File: src/rtl/systolic_pkg.sv
// Shared definitions for the systolic array edge logic: operand staggering modes
// and the per-lane delay rule used by the skew register and the array controller.
package systolic_pkg;

   typedef enum logic {
      MODE_SKEW   = 1'b0,
      MODE_DESKEW = 1'b1
   } mode_e;

   // Shift steps between a word entering lane `lane` and leaving it.
   function automatic int lane_delay(input int lane, input int lanes, input int skew,
                                     input mode_e mode);
      return (mode == MODE_DESKEW) ? 1 + (lanes - 1 - lane) * skew : 1 + lane * skew;
   endfunction

   function automatic int max_delay(input int lanes, input int skew);
      return 1 + (lanes - 1) * skew;
   endfunction

endpackage

File: src/rtl/sft_reg_stage.sv
// One shift stage: WIDTH data bits plus a valid bit, with shift enable,
// synchronous clear and asynchronous active-low clear.
module sft_reg_stage #(
   parameter int WIDTH = 8
) (
   input  logic             clk,
   input  logic             clr_n,
   input  logic             clr,
   input  logic             sft,
   input  logic [WIDTH-1:0] d,
   input  logic             d_vld,
   output logic [WIDTH-1:0] q,
   output logic             q_vld
);

   // NOTE: sequential state uses non-blocking assignments so every stage samples its
   // neighbour's pre-edge value; blocking here would collapse the chain into one stage.
   always_ff @(posedge clk or negedge clr_n) begin
      if (!clr_n) begin
         q     <= '0;
         q_vld <= 1'b0;
      end else if (clr) begin
         q     <= '0;
         q_vld <= 1'b0;
      end else if (sft) begin
         q     <= d;
         q_vld <= d_vld;
      end
   end

endmodule

File: src/rtl/systolic_skew_reg.sv
// Multi-lane skew/deskew shift register for the systolic array boundary: lane i is
// delayed by a lane-dependent number of shift steps selected by the registered mode.
module systolic_skew_reg
   import systolic_pkg::*;
#(
   parameter int WIDTH = 8,
   parameter int LANES = 4,
   parameter int SKEW  = 1
) (
   input  logic                   clk,
   input  logic                   clr_n,
   input  logic                   clr,
   input  logic                   sft,
   input  logic                   mode,
   input  logic [LANES*WIDTH-1:0] d,
   input  logic [LANES-1:0]       d_vld,
   output logic [LANES*WIDTH-1:0] q,
   output logic [LANES-1:0]       q_vld,
   output logic                   busy,
   output logic                   mode_err
);

   localparam int MAXD = max_delay(LANES, SKEW);

   logic [WIDTH-1:0] stage_d [LANES][MAXD];
   logic [MAXD-1:0]  stage_v [LANES];
   mode_e            mode_q;

   // NOTE: every stage, not just the tapped ones, has a reset: busy looks at all valid
   // bits, so a stale valid left in an unreset stage would keep busy stuck high.
   for (genvar lane = 0; lane < LANES; lane++) begin : g_lane
      localparam int TAP_S = lane_delay(lane, LANES, SKEW, MODE_SKEW) - 1;
      localparam int TAP_D = lane_delay(lane, LANES, SKEW, MODE_DESKEW) - 1;

      for (genvar k = 0; k < MAXD; k++) begin : g_stage
         if (k == 0) begin : g_head
            // Invalid words enter as zero so downstream PEs accumulate nothing.
            sft_reg_stage #(.WIDTH(WIDTH)) u_stage (
               .clk   (clk),
               .clr_n (clr_n),
               .clr   (clr),
               .sft   (sft),
               .d     (d[lane*WIDTH +: WIDTH] & {WIDTH{d_vld[lane]}}),
               .d_vld (d_vld[lane]),
               .q     (stage_d[lane][k]),
               .q_vld (stage_v[lane][k])
            );
         end else begin : g_body
            sft_reg_stage #(.WIDTH(WIDTH)) u_stage (
               .clk   (clk),
               .clr_n (clr_n),
               .clr   (clr),
               .sft   (sft),
               .d     (stage_d[lane][k-1]),
               .d_vld (stage_v[lane][k-1]),
               .q     (stage_d[lane][k]),
               .q_vld (stage_v[lane][k])
            );
         end
      end

      assign q[lane*WIDTH +: WIDTH] = (mode_q == MODE_DESKEW) ? stage_d[lane][TAP_D]
                                                              : stage_d[lane][TAP_S];
      assign q_vld[lane]            = (mode_q == MODE_DESKEW) ? stage_v[lane][TAP_D]
                                                              : stage_v[lane][TAP_S];
   end

   // NOTE: busy is assigned a default before the loop so no path leaves it unassigned,
   // which would otherwise infer a latch.
   always_comb begin
      busy = 1'b0;
      for (int lane = 0; lane < LANES; lane++) begin
         busy = busy | (|stage_v[lane]);
      end
   end

   // Taps only move while the pipeline is empty, so no word is dropped or duplicated.
   always_ff @(posedge clk or negedge clr_n) begin
      if (!clr_n) begin
         mode_q   <= MODE_SKEW;
         mode_err <= 1'b0;
      end else begin
         mode_err <= 1'b0;
         if (!busy || clr) begin
            mode_q <= mode_e'(mode);
         end else if (mode_e'(mode) != mode_q) begin
            mode_err <= 1'b1;
         end
      end
   end

endmodule
File: config.mk
export PLATFORM = sky130hd
export DESIGN_NAME = systolic_skew_reg
export DESIGN_NICKNAME = d
export VERILOG_FILES = /design/src/rtl/systolic_pkg.sv /design/src/rtl/sft_reg_stage.sv /design/src/rtl/systolic_skew_reg.sv
export SDC_FILE = /design/constraint.sdc
export NUM_CORES = 1
export LEC_CHECK = 0
export CAP_MARGIN = 40
export CORE_MARGIN = 2
export CORE_UTILIZATION = 30
export CTS_BUF_LIST = sky130_fd_sc_hd__clkbuf_8
export DETAILED_ROUTE_END_ITERATION = 10
export PLACE_DENSITY = 0.53
export REMOVE_ABC_BUFFERS = 1
export SLEW_MARGIN = 20
export SYNTH_ARGS = -nofsm -noshare
export SYNTH_HDL_FRONTEND = slang
export SYNTH_SLANG_ARGS = --single-unit
File: constraint.sdc
create_clock -name clk -period 1.55 [get_ports clk]
set_input_delay 0.31 -clock clk [delete_from_list [all_inputs] [get_ports clk]]
set_output_delay 0.31 -clock clk [all_outputs]
set_load 0.01 [all_outputs]
; Word level (Yosys, flattened, before mapping)
; Cells that the tools add are included.
[word_totals]
regBits = 130
input_bits = 41
word_cells = 117
[classes]
n_eq_ne = 1
muxes = 70
bitwise_logic = 7
reduce_logical = 7
[op_table]
columns = operator, n
row1 = 8-bit 2-to-1 mux, 32
row2 = 1-bit 2-to-1 mux, 38
row3 = 8-bit bitwise AND, 4
row4 = 4-bit OR reduction, 4
row5 = 1-bit bitwise OR, 3
row6 = 2-bit nonzero test, 1
row7 = 1-bit zero test, 1
row8 = 1-bit logical OR, 1
row9 = 1-bit inequality test, 1

; Logic depth before layout (Yosys ltp)
[depth]
ltp_word = 7
depth_mapped = 5

; By module
; From an unflattened synthesis, not the netlist that was laid out.
[hier_totals]
cells_unflattened = 547
hier_area_um2 = 6577.6
[by_module_without_submodules]
columns = mod, instances, cells_each, area_each_um2
row1 = sft_reg_stage, 16, 29, 364.1
row2 = systolic_skew_reg, 1, 83, 752.0

; Worst setup path after synthesis
; Ideal clock, no wire load.
[synth_path]
path_kind = register to output
start = register mode_q
end = output port q[11]
arrival_ns = 1.069
path_slack_ns = 0.171
stages_incl_launch_ff = 4
path_buffers = 2
path_cell_list = dfrtp_1 buf_2 buf_4 mux2_1
[synth_between]
elab_chain_len = 1
[synth_rtl]
columns = item, line
row1 = from (decl), systolic_skew_reg.sv:27  ; mode_e mode_q;
row2 = from (signal assigned), systolic_skew_reg.sv:85  ; mode_q <= mode_e'(mode);
row3 = 8-bit 2-to-1 mux, systolic_skew_reg.sv:62  ; assign q[lane*WIDTH +: WIDTH] = (mode_q == MODE_DESKEW) ? stage_d[lane][TAP_D]
row4 = to (decl), systolic_skew_reg.sv:17  ; output logic [LANES*WIDTH-1:0] q,
; No other way between the ends.

; Final worst setup path
[layout_path]
start = register mode_q
end = output port q[24]
; Same word-level chain as after synthesis.

==> out/results.txt <==
Warnings, synthesis -> 0
commonest non-fill, non-tap cells in the layout -> dfrtp_1, nor2_1, mux2i_1, buf_6, clkdlybuf4s50_1
total gr overflow -> 0
mux contribution to synthesized area -> 23.75%
worst path cell trace -> buf_6 -> buf_12 -> buf_12 -> mux2_2 -> buf_2
DIE HEIGHT -> 143.1 µm
post-layout min period -> 1.990 ns
Worst setup EP type -> primary output
Num CTS Buffers -> 17
nets -> 644
clock sinks -> 130
hold slack -> 0.2319 ns
clk_lat worst skew -> 0.44 ns
layout cell share with drive strength beyond 1 -> 25.04%
fill count -> 1815
WP buf/inv -> 4
placed inst area -> 7036 µm²
Rows -> 50
Adder-Cell Fraction of Synth Area -> 0%
status -> finished with violations
Startpoint Class -> flip-flop
Reg clk slew, reported paths -> 0.08 ns
Max Freq -> 502.6 MHz
Final Cell Area -> 7742 µm²
first-pass iteration count of the detailed router -> 4
slowest CP cell -> dfrtp_2
drt via density -> 4.489
# diodes -> 0
Setup violations, final -> 37
worst clock skew -> 0.01855 ns
WP data arrival -> 1.68 ns
hpwl dp -> 7.783 mm
Mapped Cells -> 503
pin count of the biggest net entering global routing -> 129
post-layout worst setup margin -> -0.4395 ns
Clock Path Buffers -> 2
H-tree depth -> 4
Rel. slew slack -> 59.64%
top post-synthesis cells by area -> dfrtp_1, mux2i_1, nor2_1
full die area -> 20460 µm²
slowest cell delay on critical path -> 0.42 ns
Cell variety after synth -> 16
# Max-Cap Violations -> 0
final setup TNS -> -14.41 ns
via count -> 3928
Routed WL -> 13.03 mm
Area growth syn-to-layout -> 33.48%
Synth Area in Compound Gates -> 2.934%
cell repeated most along the worst path -> buf_12
initial core utilization -> 30.80%
Simple-Gate Fraction of Synth Area -> 13.46%
worst slew pin tran -> 0.6055 ns
Required @ worst endpoint -> 1.24 ns
first-pass GRT wire length -> 21.09 mm
io pins -> 79
Post-Syn Area -> 5801 µm²
synthesized flop and latch total -> 130
Seq/Total Area, Yosys -> 56.08%
GRT Total Usage -> 13.45%
cell taking the most area after synthesis -> dfrtp_1
root buffer cell -> clkbuf_8
VDD IR max -> 0.0004907 V
initial antenna violation count -> 1
Max FO, Critical Path -> 9
post-route ant nets -> 0
syn avg cell area -> 11.53 µm²
leading cell type in the layout, fill and taps excluded -> dfrtp_1
initial drt markers -> 243
Slew Limit Fails -> 0
Synth Area in XOR/XNOR -> 0.1510%
Power per Cell Area -> 930.7 nW/µm²
Top delay family on crit path -> buffers and inverters
HP Class -> primary input to flip-flop
fin crit share -> 128.4%
Core Region -> 18830 µm²
Die W -> 143.1 µm
Final Hold Fails -> 0
gpl congestion -> 0.7022
crit path kind -> flip-flop to primary output
RSZ-0062 raised after global routing -> yes
CTS tree -> built
main combinational cell family by area after synthesis -> multiplexers
port bufs -> 78
violated checks -> negative setup slack
top-area cell type share of the netlist area -> 56.08%
DR DRC count -> 0
number of global-route vias before repair -> 4049
WL/cell -> 14.89 µm
Pleak -> 3.745 nW
[area by class of cell]
| class | instances | area, µm² | share of cell area [%] |
|---|---|---|---|
| Tap cell | 260 | 325.3 | 4.202 |
| Timing Repair Buffer | 121 | 1366 | 17.65 |
| Clock buffer | 18 | 247.7 | 3.200 |
| Clock inverter | 13 | 113.9 | 1.471 |
| Multi-Input combinational cell | 333 | 2435 | 31.45 |
| Sequential cell | 130 | 3254 | 42.03 |
[Yosys cell counts, drive strengths merged]
library cell and count:
nor2 97, mux2i 96, mux2 37, xnor2 1
nand2b 32, a21oi 32, dfrtp 130, buf 21
nand4 1, clkbuf 19, nor4 4, a41o 1
nand3 32
[power by group]
part           total (mW)  switching, mW  leakage [nW]  internal, mW
clock                2.65           1.36         0.161          1.29
combinational        1.04          0.476          1.79         0.562
sequential           3.52         0.0531          1.79          3.46
total                7.21           1.89          3.75          5.32
[state kept, by name, indices dropped and copies added, names as in the netlist]
register                             flops
g_lane.g_stage.g_body.u_stage.q_vld     12
g_lane.g_stage.g_body.u_stage.q         80
mode_err                                 1
g_lane.g_stage.g_head.u_stage.q         32
mode_q                                   1
g_lane.g_stage.g_head.u_stage.q_vld      4
[final timing paths]
path                                                                       start                                                    to  slack (ns)  cells after the start
setup / recovery                                              mode_q$_DFFE_PN0P_                                                 q[24]       -0.44                      5
hold / removal                                                               sft  g_lane[2].g_stage[0].g_head.u_stage.q[4]$_DFFE_PN0P_        0.23                      3
setup reg to reg           g_lane[1].g_stage[0].g_head.u_stage.q_vld$_DFFE_PN0P_                                    mode_q$_DFFE_PN0P_        0.07                      4
hold reg to reg             g_lane[1].g_stage[0].g_head.u_stage.q[7]$_DFFE_PN0P_  g_lane[1].g_stage[1].g_body.u_stage.q[7]$_DFFE_PN0P_        0.52                      2
max in group asynchronous                                                  clr_n                                    mode_q$_DFFE_PN0P_        0.76                      3
min in group asynchronous                                                  clr_n  g_lane[2].g_stage[0].g_head.u_stage.q[4]$_DFFE_PN0P_        0.41                      3
[worst reg2reg max path, cell delays in order (launching register included)]
cell and delay (ns):
dfrtp_1 0.41, nor4_4 0.30, buf_4 0.15, a41o_1 0.18, mux2_1 0.32
[per-stage QoR]
stage / setup WS (ns) / instances / util [%] / total power, mW
final: -0.4395 / 875 / 41.12 / 7.206
after global routing: -0.5114 / 875 / 41.12 / 7.587
after CTS: -0.4851 / 873 / 40.82 / 7.311
after detailed placement: -0.2133 / 831 / 37.36 / 4.413
after global placement: -0.1880 / 831 / 37.36 / 4.397
after floorplan: -0.2725 / 463 / - / 3.848
[logic make-up after synthesis]
group / after synthesis
flops: 130
mux: 133
compound gates: 33
buf+inv: 40
simple gates: 166
xor+xnor: 1
[layer usage]
metal,GRT usage [%],vias to the layer above,wire [µm]
met3,4.158,15,536
li1,-,1911,-
met4,5.055,2,182
met2,20.88,69,6149
met5,0,-,10
met1,17.65,1931,6149
[repair_timing]
item | CTS | global route
hold endpoints to repair | 130 | 0
pin swaps | 2 | 1
resized for setup | 210 | 7
hold buffers | 1 | 0
endpoints found under the setup margin | 38 | 38
buffers inserted | 6 | 2
gates cloned | 4 | 0
Note: power is estimated with default switching activity, not from simulation.
